**config.mk**
```make
export PLATFORM = sky130hd
export DESIGN_NAME = zstd_header_writer
export DESIGN_NICKNAME = d
export VERILOG_FILES = /design/src/rtl/zstd_pkg.sv /design/src/rtl/zstd_hdr_size_calc.sv /design/src/rtl/zstd_header_writer.sv
export SDC_FILE = /design/constraint.sdc
export NUM_CORES = 1
export LEC_CHECK = 0
export CORE_MARGIN = 2
export CORE_UTILIZATION = 25
export DETAILED_ROUTE_END_ITERATION = 12
export GPL_ROUTABILITY_DRIVEN = 0
export MAX_ROUTING_LAYER = met4
export RECOVER_POWER = 50
export SYNTH_ARGS = -nofsm -noshare
export SYNTH_HDL_FRONTEND = slang
export SYNTH_HIERARCHICAL = 1
export SYNTH_SLANG_ARGS = --single-unit
```
**constraint.sdc**
```tcl
create_clock -name clk -period 11.75 [get_ports clk]
set_input_delay 2.35 -clock clk [delete_from_list [all_inputs] [get_ports clk]]
set_output_delay 2.35 -clock clk [all_outputs]
set_load 0.01 [all_outputs]
```
**src/rtl/zstd_pkg.sv**
```systemverilog
// Shared Zstandard frame-header definitions: magic, buffer size, writer states, flag types.
package zstd_pkg;

  localparam logic [31:0]  ZSTD_MAGIC         = 32'hFD2FB528;
  localparam int unsigned  ZSTD_HDR_MAX_BYTES = 18;
  localparam int unsigned  ZSTD_DID_W         = 32;
  localparam int unsigned  ZSTD_FCS_W         = 64;

  typedef enum logic [1:0] {
    IDLE = 2'd0,
    LOAD = 2'd1,
    EMIT = 2'd2
  } writer_state_e;

  typedef logic [1:0] fcs_flag_t;
  typedef logic [1:0] did_flag_t;

  // Frame configuration captured on an accepted start
  typedef struct packed {
    logic                  single_segment;
    logic                  content_checksum;
    logic                  fcs_valid;
    logic [7:0]            window_descriptor;
    logic [ZSTD_DID_W-1:0] dictionary_id;
    logic [ZSTD_FCS_W-1:0] frame_content_size;
  } hdr_cfg_t;

endpackage

```
**src/rtl/zstd_hdr_size_calc.sv**
```systemverilog
// Combinational FCS/DID flag selection and header byte count.
// Dictionary ID encoding is present only when ZSTD_HDR_DID_EN is defined.
module zstd_hdr_size_calc
  import zstd_pkg::*;
(
  input  logic        single_segment,
  input  logic        fcs_valid,
  input  logic [31:0] dictionary_id,
  input  logic [63:0] frame_content_size,
  output logic [1:0]  fcs_flag_c,
  output logic [3:0]  fcs_nbytes_c,
  output logic [1:0]  did_flag_c,
  output logic [2:0]  did_nbytes_c,
  output logic [4:0]  header_len_c
);

  fcs_flag_t fcs_flag;
  did_flag_t did_flag;

  // Smallest FCS field; single-segment frames may use the 1-byte form
  always_comb begin
    fcs_flag     = 2'd0;
    fcs_nbytes_c = 4'd0;
    if (fcs_valid) begin
      if (frame_content_size < 64'd256) begin
        fcs_flag     = single_segment ? 2'd0 : 2'd2;
        fcs_nbytes_c = single_segment ? 4'd1 : 4'd4;
      end else if (frame_content_size < 64'd65792) begin
        fcs_flag     = 2'd1;
        fcs_nbytes_c = 4'd2;
      end else if (frame_content_size[63:32] == 32'd0) begin
        fcs_flag     = 2'd2;
        fcs_nbytes_c = 4'd4;
      end else begin
        fcs_flag     = 2'd3;
        fcs_nbytes_c = 4'd8;
      end
    end
  end

`ifdef ZSTD_HDR_DID_EN
  always_comb begin
    did_flag     = 2'd0;
    did_nbytes_c = 3'd0;
    if (dictionary_id == 32'd0) begin
      did_flag     = 2'd0;
      did_nbytes_c = 3'd0;
    end else if (dictionary_id[31:8] == 24'd0) begin
      did_flag     = 2'd1;
      did_nbytes_c = 3'd1;
    end else if (dictionary_id[31:16] == 16'd0) begin
      did_flag     = 2'd2;
      did_nbytes_c = 3'd2;
    end else begin
      did_flag     = 2'd3;
      did_nbytes_c = 3'd4;
    end
  end
`else
  logic unused_did;
  assign unused_did   = ^dictionary_id;
  assign did_flag     = 2'd0;
  assign did_nbytes_c = 3'd0;
`endif

  assign fcs_flag_c   = fcs_flag;
  assign did_flag_c   = did_flag;
  assign header_len_c = 5'd5 + {4'd0, ~single_segment} + {2'd0, did_nbytes_c}
                        + {1'b0, fcs_nbytes_c};

endmodule

```
**src/rtl/zstd_header_writer.sv**
```systemverilog
// Zstandard frame header serializer: builds the header in one cycle, streams it 2 bytes per beat.
// Define ZSTD_HDR_DID_EN to include the dictionary ID field.
module zstd_header_writer
  import zstd_pkg::*;
(
  input  logic        clk,
  input  logic        reset,
  input  logic        start,
  input  logic        single_segment,
  input  logic        content_checksum,
  input  logic        fcs_valid,
  input  logic [7:0]  window_descriptor,
  input  logic [31:0] dictionary_id,
  input  logic [63:0] frame_content_size,
  output logic [15:0] out_data,
  output logic        out_valid,
  input  logic        out_ready,
  output logic [1:0]  out_nbytes,
  output logic        out_last,
  output logic        busy,
  output logic        done,
  output logic        error,
  output logic [4:0]  header_len
);

  localparam int unsigned HDR_W = 8 * ZSTD_HDR_MAX_BYTES;

  writer_state_e    state;
  hdr_cfg_t         cfg_q;
  logic [HDR_W-1:0] buf_q;
  logic [4:0]       remaining;

  logic [1:0]       fcs_flag_c;
  logic [3:0]       fcs_nbytes_c;
  logic [1:0]       did_flag_c;
  logic [2:0]       did_nbytes_c;
  logic [4:0]       header_len_c;
  logic [7:0]       fhd_c;
  logic [31:0]      did_val_c;
  logic [63:0]      fcs_val_c;
  logic [4:0]       off_c;
  logic [HDR_W-1:0] hdr_c;
  logic [4:0]       rem_next_c;

  zstd_hdr_size_calc u_size_calc (
    .single_segment     (cfg_q.single_segment),
    .fcs_valid          (cfg_q.fcs_valid),
    .dictionary_id      (cfg_q.dictionary_id),
    .frame_content_size (cfg_q.frame_content_size),
    .fcs_flag_c         (fcs_flag_c),
    .fcs_nbytes_c       (fcs_nbytes_c),
    .did_flag_c         (did_flag_c),
    .did_nbytes_c       (did_nbytes_c),
    .header_len_c       (header_len_c)
  );

  assign fhd_c = {fcs_flag_c, cfg_q.single_segment, 1'b0, 1'b0,
                  cfg_q.content_checksum, did_flag_c};

  // Minimal flags guarantee each value fits its field, so only absent fields need zeroing
  assign did_val_c = (did_nbytes_c == 3'd0) ? 32'd0 : cfg_q.dictionary_id;
  assign fcs_val_c = (fcs_nbytes_c == 4'd0) ? 64'd0 :
                     (fcs_flag_c == 2'd1)   ? cfg_q.frame_content_size - 64'd256 :
                                              cfg_q.frame_content_size;

  // Little-endian byte image: byte k of the stream sits at hdr_c[8k +: 8]
  always_comb begin
    hdr_c = HDR_W'(ZSTD_MAGIC);
    hdr_c = hdr_c | (HDR_W'(fhd_c) << 32);
    off_c = 5'd5;
    if (!cfg_q.single_segment) begin
      hdr_c = hdr_c | (HDR_W'(cfg_q.window_descriptor) << 40);
      off_c = 5'd6;
    end
    hdr_c = hdr_c | (HDR_W'(did_val_c) << {off_c, 3'b000});
    off_c = off_c + {2'd0, did_nbytes_c};
    hdr_c = hdr_c | (HDR_W'(fcs_val_c) << {off_c, 3'b000});
  end

  assign rem_next_c = remaining - 5'd2;

  always_ff @(posedge clk or posedge reset) begin
    if (reset) begin
      state      <= IDLE;
      cfg_q      <= '0;
      buf_q      <= '0;
      remaining  <= '0;
      out_data   <= '0;
      out_valid  <= 1'b0;
      out_nbytes <= '0;
      out_last   <= 1'b0;
      busy       <= 1'b0;
      done       <= 1'b0;
      error      <= 1'b0;
      header_len <= '0;
    end else begin
      done  <= 1'b0;
      error <= 1'b0;
      case (state)
        IDLE: begin
          if (start) begin
            if (single_segment && !fcs_valid) begin
              error <= 1'b1;
            end else begin
              cfg_q <= '{single_segment:     single_segment,
                         content_checksum:   content_checksum,
                         fcs_valid:          fcs_valid,
                         window_descriptor:  window_descriptor,
                         dictionary_id:      dictionary_id,
                         frame_content_size: frame_content_size};
              busy  <= 1'b1;
              state <= LOAD;
            end
          end
        end
        LOAD: begin
          buf_q      <= hdr_c;
          remaining  <= header_len_c;
          header_len <= header_len_c;
          out_data   <= {hdr_c[7:0], hdr_c[15:8]};
          out_nbytes <= 2'd2;
          out_last   <= 1'b0;
          out_valid  <= 1'b1;
          state      <= EMIT;
        end
        EMIT: begin
          if (out_valid && out_ready) begin
            if (out_last) begin
              out_valid  <= 1'b0;
              out_last   <= 1'b0;
              out_data   <= '0;
              out_nbytes <= '0;
              busy       <= 1'b0;
              done       <= 1'b1;
              state      <= IDLE;
            end else begin
              buf_q      <= buf_q >> 16;
              remaining  <= rem_next_c;
              out_data   <= {buf_q[23:16], buf_q[31:24]};
              out_nbytes <= (rem_next_c >= 5'd2) ? 2'd2 : 2'd1;
              out_last   <= (rem_next_c <= 5'd2);
            end
          end
        end
        default: state <= IDLE;
      endcase
    end
  end

endmodule

```
==> out/results.tsv <==
stage	metric	value	unit
run	maxcap violations	3	
synth	largest family of logic cells by synthesized area	simple AND/OR/NAND/NOR gates	
synth	Post-Synth XOR/XNOR Area	0.02733	
synth	Seq/Total Area, Yosys	0.4054	
hold_path	HP Class	reg -> reg	
synth	cell types occupying the most area after synthesis	dfrtp_1, nand2_1, nor2_1, o21ai_0, clkbuf_1	
setup_path	crit path capture type	asynchronous set/reset pin	
sta	Pins Over Slew Limit	194	
synth	Mean Syn Cell Area	7.977	um2
setup_path	CP peak stage delay	3.34	ns
synth	Synth Area in Compound Gates	0.2127	
synth	ys async rst share	1.000	
setup_path	CP max FO	134	
clock_network	post-cts sizing count	0	
detailed_routing	Via Count	17040	
clock_network	CTS tree	yes	
sta	setup TNS	0	ns
setup_path	CP Data Required Time	10.98	ns
power_and_ir_drop	Sw Ratio	0.5181	
clock_network	Setup Fix Bufs, Post-CTS	0	
place	Cell Area, Placed	18830	um2
sta	final setup margin	4.652	ns
power_and_ir_drop	Leak	8.105	nW
synth	Synth Register Bits	270	
sta	relative slew slack	-3.057	
sta	final-report setup violation count	0	
power_and_ir_drop	clock power share	0.156	
setup_path	crit path kind	in -> async	
clock_network	Num CTS Buffers	30	
detailed_routing	post-DR vias/cell	5.648	
final_layout	Layout area overhead	18.97	%
synth	top cell type's share of synthesized area	0.4054	
synth	yosys warns	6	
synth	cell taking the most area after synthesis	dfrtp_1	
setup_path	Critical Path Slowest Stage Cell	clkinvlp_2	
clock_network	clock-pin slew on the worst setup and hold paths	0.06	ns
synth	number of synthesized flops with an enable pin	0	
final_layout	area taken by multi-input logic gates	9266	um2
place	Placement Setup Slack	6.044	ns
detailed_routing	antenna-violating nets left	0	
sta	final hold vios	0	
final_layout	Final Cell Area	19830	um2
global_routing	initial antenna violation count	0	
setup_path	element type at the critical path start	input port	
clock_network	CTS sink count	270	
die	DIE AREA	68740	um2
final_layout	share of post-route cells with drive strength above 1	0.06177	
sta	minimum clock period	7.098	ns
synth	Simple-Gate Fraction of Synth Area	0.2660	
detailed_routing	First-pass DRT Iterations	8	
run_status	failing checks	max-capacitance violations, max-slew violations	
detailed_routing	final wirelength	71.53	mm
final_layout	# diodes	0	
synth	Adder-Cell Fraction of Synth Area	0.006457	
synth	mux cell area share after synthesis	0.03949	
setup_path	worst-path cell chain	dlygate4sd3_1, clkinvlp_2	
sta	Hold WS	0.4740	ns
setup_path	WP buf/inv	2	
power_and_ir_drop	Internal Power	3.070	mW
global_routing	largest net degree at the start of global routing	138	
synth	top_reg_cell synth	dfrtp_1	
place	Post-DP HPWL	50.53	mm
detailed_routing	Initial DRC Count	2228	
power_and_ir_drop	Comb pwr share	0.548	
synth	Gate Count Post-Synth	2089	
die	core area	65860	um2
die	Die X	262.2	um
sta	Tcrit/Tclk final	0.6041	
sta	clk_skew	0.02534	ns
power_and_ir_drop	P_sw	3.301	mW
detailed_routing	DR WL/cell	23.71	um
global_routing	grt ovf	0	
global_routing	GRT Total Usage	0.2103	
global_routing	first-pass GRT wire length	106.3	mm
final_layout	number of fill cells in the layout	7087	
sta	RSZ-0062 raised after global routing	no	
clock_network	H-tree level count	1	
sta	Achievable Freq	140.9	MHz
synth	Distinct cells, synth	80	
place	PortBufs	138	
global_routing	vias in the first global route	16220	
synth	Mapped Area	16660	um2
sta	Worst-Margin Slew	6.052	ns
final_layout	Reg area	6758	um2
final_layout	# nets final	2253	
detailed_routing	number of remaining DRC errors	0	
setup_path	crit path DAT	6.33	ns
power_and_ir_drop	VDD IR-drop max	170.5	uV
die	IO Count	139	
power_and_ir_drop	Seq pwr share	0.297	
clock_network	clock latency on the worst-skew pair	0.61	ns
clock_network	root buf cell	clkbuf_16	
clock_network	Clock Tree Buf Depth	3	
clock_network	CTS Hold Bufs	0	
die	initial core utilization	0.2530	
die	Die H	262.2	um
setup_path	Crit path max-delay family	buffers and inverters	
run_status	outcome	finished, violations left	
die	Site Rows	94	
power_and_ir_drop	power per cell area	321.4	nW/um2
power_and_ir_drop	Pwr Total	6.371	mW
-- logic make-up after synthesis --
kind of cell | count (synthesis)
AOI/OAI and AO/OA | 519
xor gates and xnor gates | 52
adders and majority gates | 8
buffers and inverters | 181
DFF | 270
muxes | 62
other | 1
and+or+nand+nor | 996
-- registers in the layout (all words and copies together) (netlist names) --
name / count
out_valid: 1
error: 1
buf_q: 128
remaining: 5
out_nbytes: 2
state: 2
header_len: 5
cfg_q: 107
out_last: 1
busy: 1
out_data: 16
done: 1
-- metal layers --
metal	track usage	wire (um)	vias up
met5	-	0	-
met3	0.04003	6552	263
li1	-	-	7606
met4	0.1252	4836	0
met1	0.2601	28510	8189
met2	0.3181	31640	981
-- power groups by stage --
| stage | clock [mW] | sequential, mW | combinational, mW |
|---|---|---|---|
| final | 0.991 | 1.89 | 3.49 |
| after global routing | 1.04 | 1.94 | 3.71 |
| after CTS | 1.00 | 1.88 | 3.25 |
| after detailed placement | 0 | 1.90 | 3.23 |
| after global placement | 0 | 1.89 | 3.23 |
| after floorplan | 0 | 1.68 | 2.25 |
-- Yosys cell counts (6+ instances only) --
master and count:
a2bb2oi_1 6, xnor2_1 31, nor2_1 199, a211oi_1 14, o21a_1 10, a221oi_1 30, nand2b_1 22, or3_1 19
o22a_1 14, inv_1 20, nand3_1 41, nor2b_1 6, a211o_1 12, a22o_1 11, o221ai_1 12, nor4_1 49
and3_1 17, a221o_1 14, o311ai_0 10, xor2_1 21, a22oi_1 16, clkbuf_1 133, o211a_1 7, a21oi_1 97
or2_2 7, mux2_2 20, ha_1 7, o22ai_1 15, buf_1 17, nand2_1 479, nand4_1 20, or4_1 16
a31oi_1 26, o31ai_1 13, mux2i_1 41, nor3_1 98, dfrtp_1 270, o21ai_0 130, and2_1 6, o211ai_1 16
a21o_1 9
-- per-stage QoR --
stage                     utilization  instances
after detailed placement       0.2858       2966
after global placement         0.2858       2966
after CTS                      0.3012       3017
final                          0.3010       3017
after floorplan                     -       2093
after global routing           0.3010       3017
-- final cells by class --
type / count / area share
inverters: 20 / 0.003913
well taps: 864 / 0.05453
clock inverters: 10 / 0.007889
clock buffers: 41 / 0.04298
multi-input cells: 1642 / 0.4674
repair buffers: 170 / 0.08242
flip-flops and latches: 270 / 0.3409
-- placed cells by master (no fill, tap or decap), drive strengths merged, types with 20 or more instances in the layout --
| cell type | netlist | final |
|---|---|---|
| a21oi | 97 | 97 |
| a221oi | 30 | 30 |
| a31oi | 26 | 26 |
| buf | 27 | 32 |
| clkbuf | 134 | 41 |
| clkdlybuf4s50 | 0 | 108 |
| dfrtp | 270 | 270 |
| dlygate4sd3 | 0 | 30 |
| mux2 | 20 | 20 |
| mux2i | 41 | 41 |
| nand2 | 479 | 479 |
| nand2b | 22 | 22 |
| nand3 | 41 | 41 |
| nand4 | 20 | 20 |
| nor2 | 200 | 200 |
| nor3 | 100 | 100 |
| nor4 | 52 | 52 |
| o21ai | 133 | 133 |
| xnor2 | 31 | 31 |
| xor2 | 21 | 21 |
-- final timing paths --
check / from / to / slack [ns] / cells after the start
setup / recovery: reset / cfg_q[106] / 4.65 / 2
hold / removal: out_data[10] / out_data[10] / 0.47 / 2
setup reg to reg: cfg_q[62] / buf_q[91] / 6.37 / 12
hold reg to reg: out_data[10] / out_data[10] / 0.47 / 2
max in group clk: fcs_valid / cfg_q[58] / 5.87 / 7
min in group asynchronous: reset / cfg_q[4] / 4.10 / 2
Power figures use the tool's default switching activity.
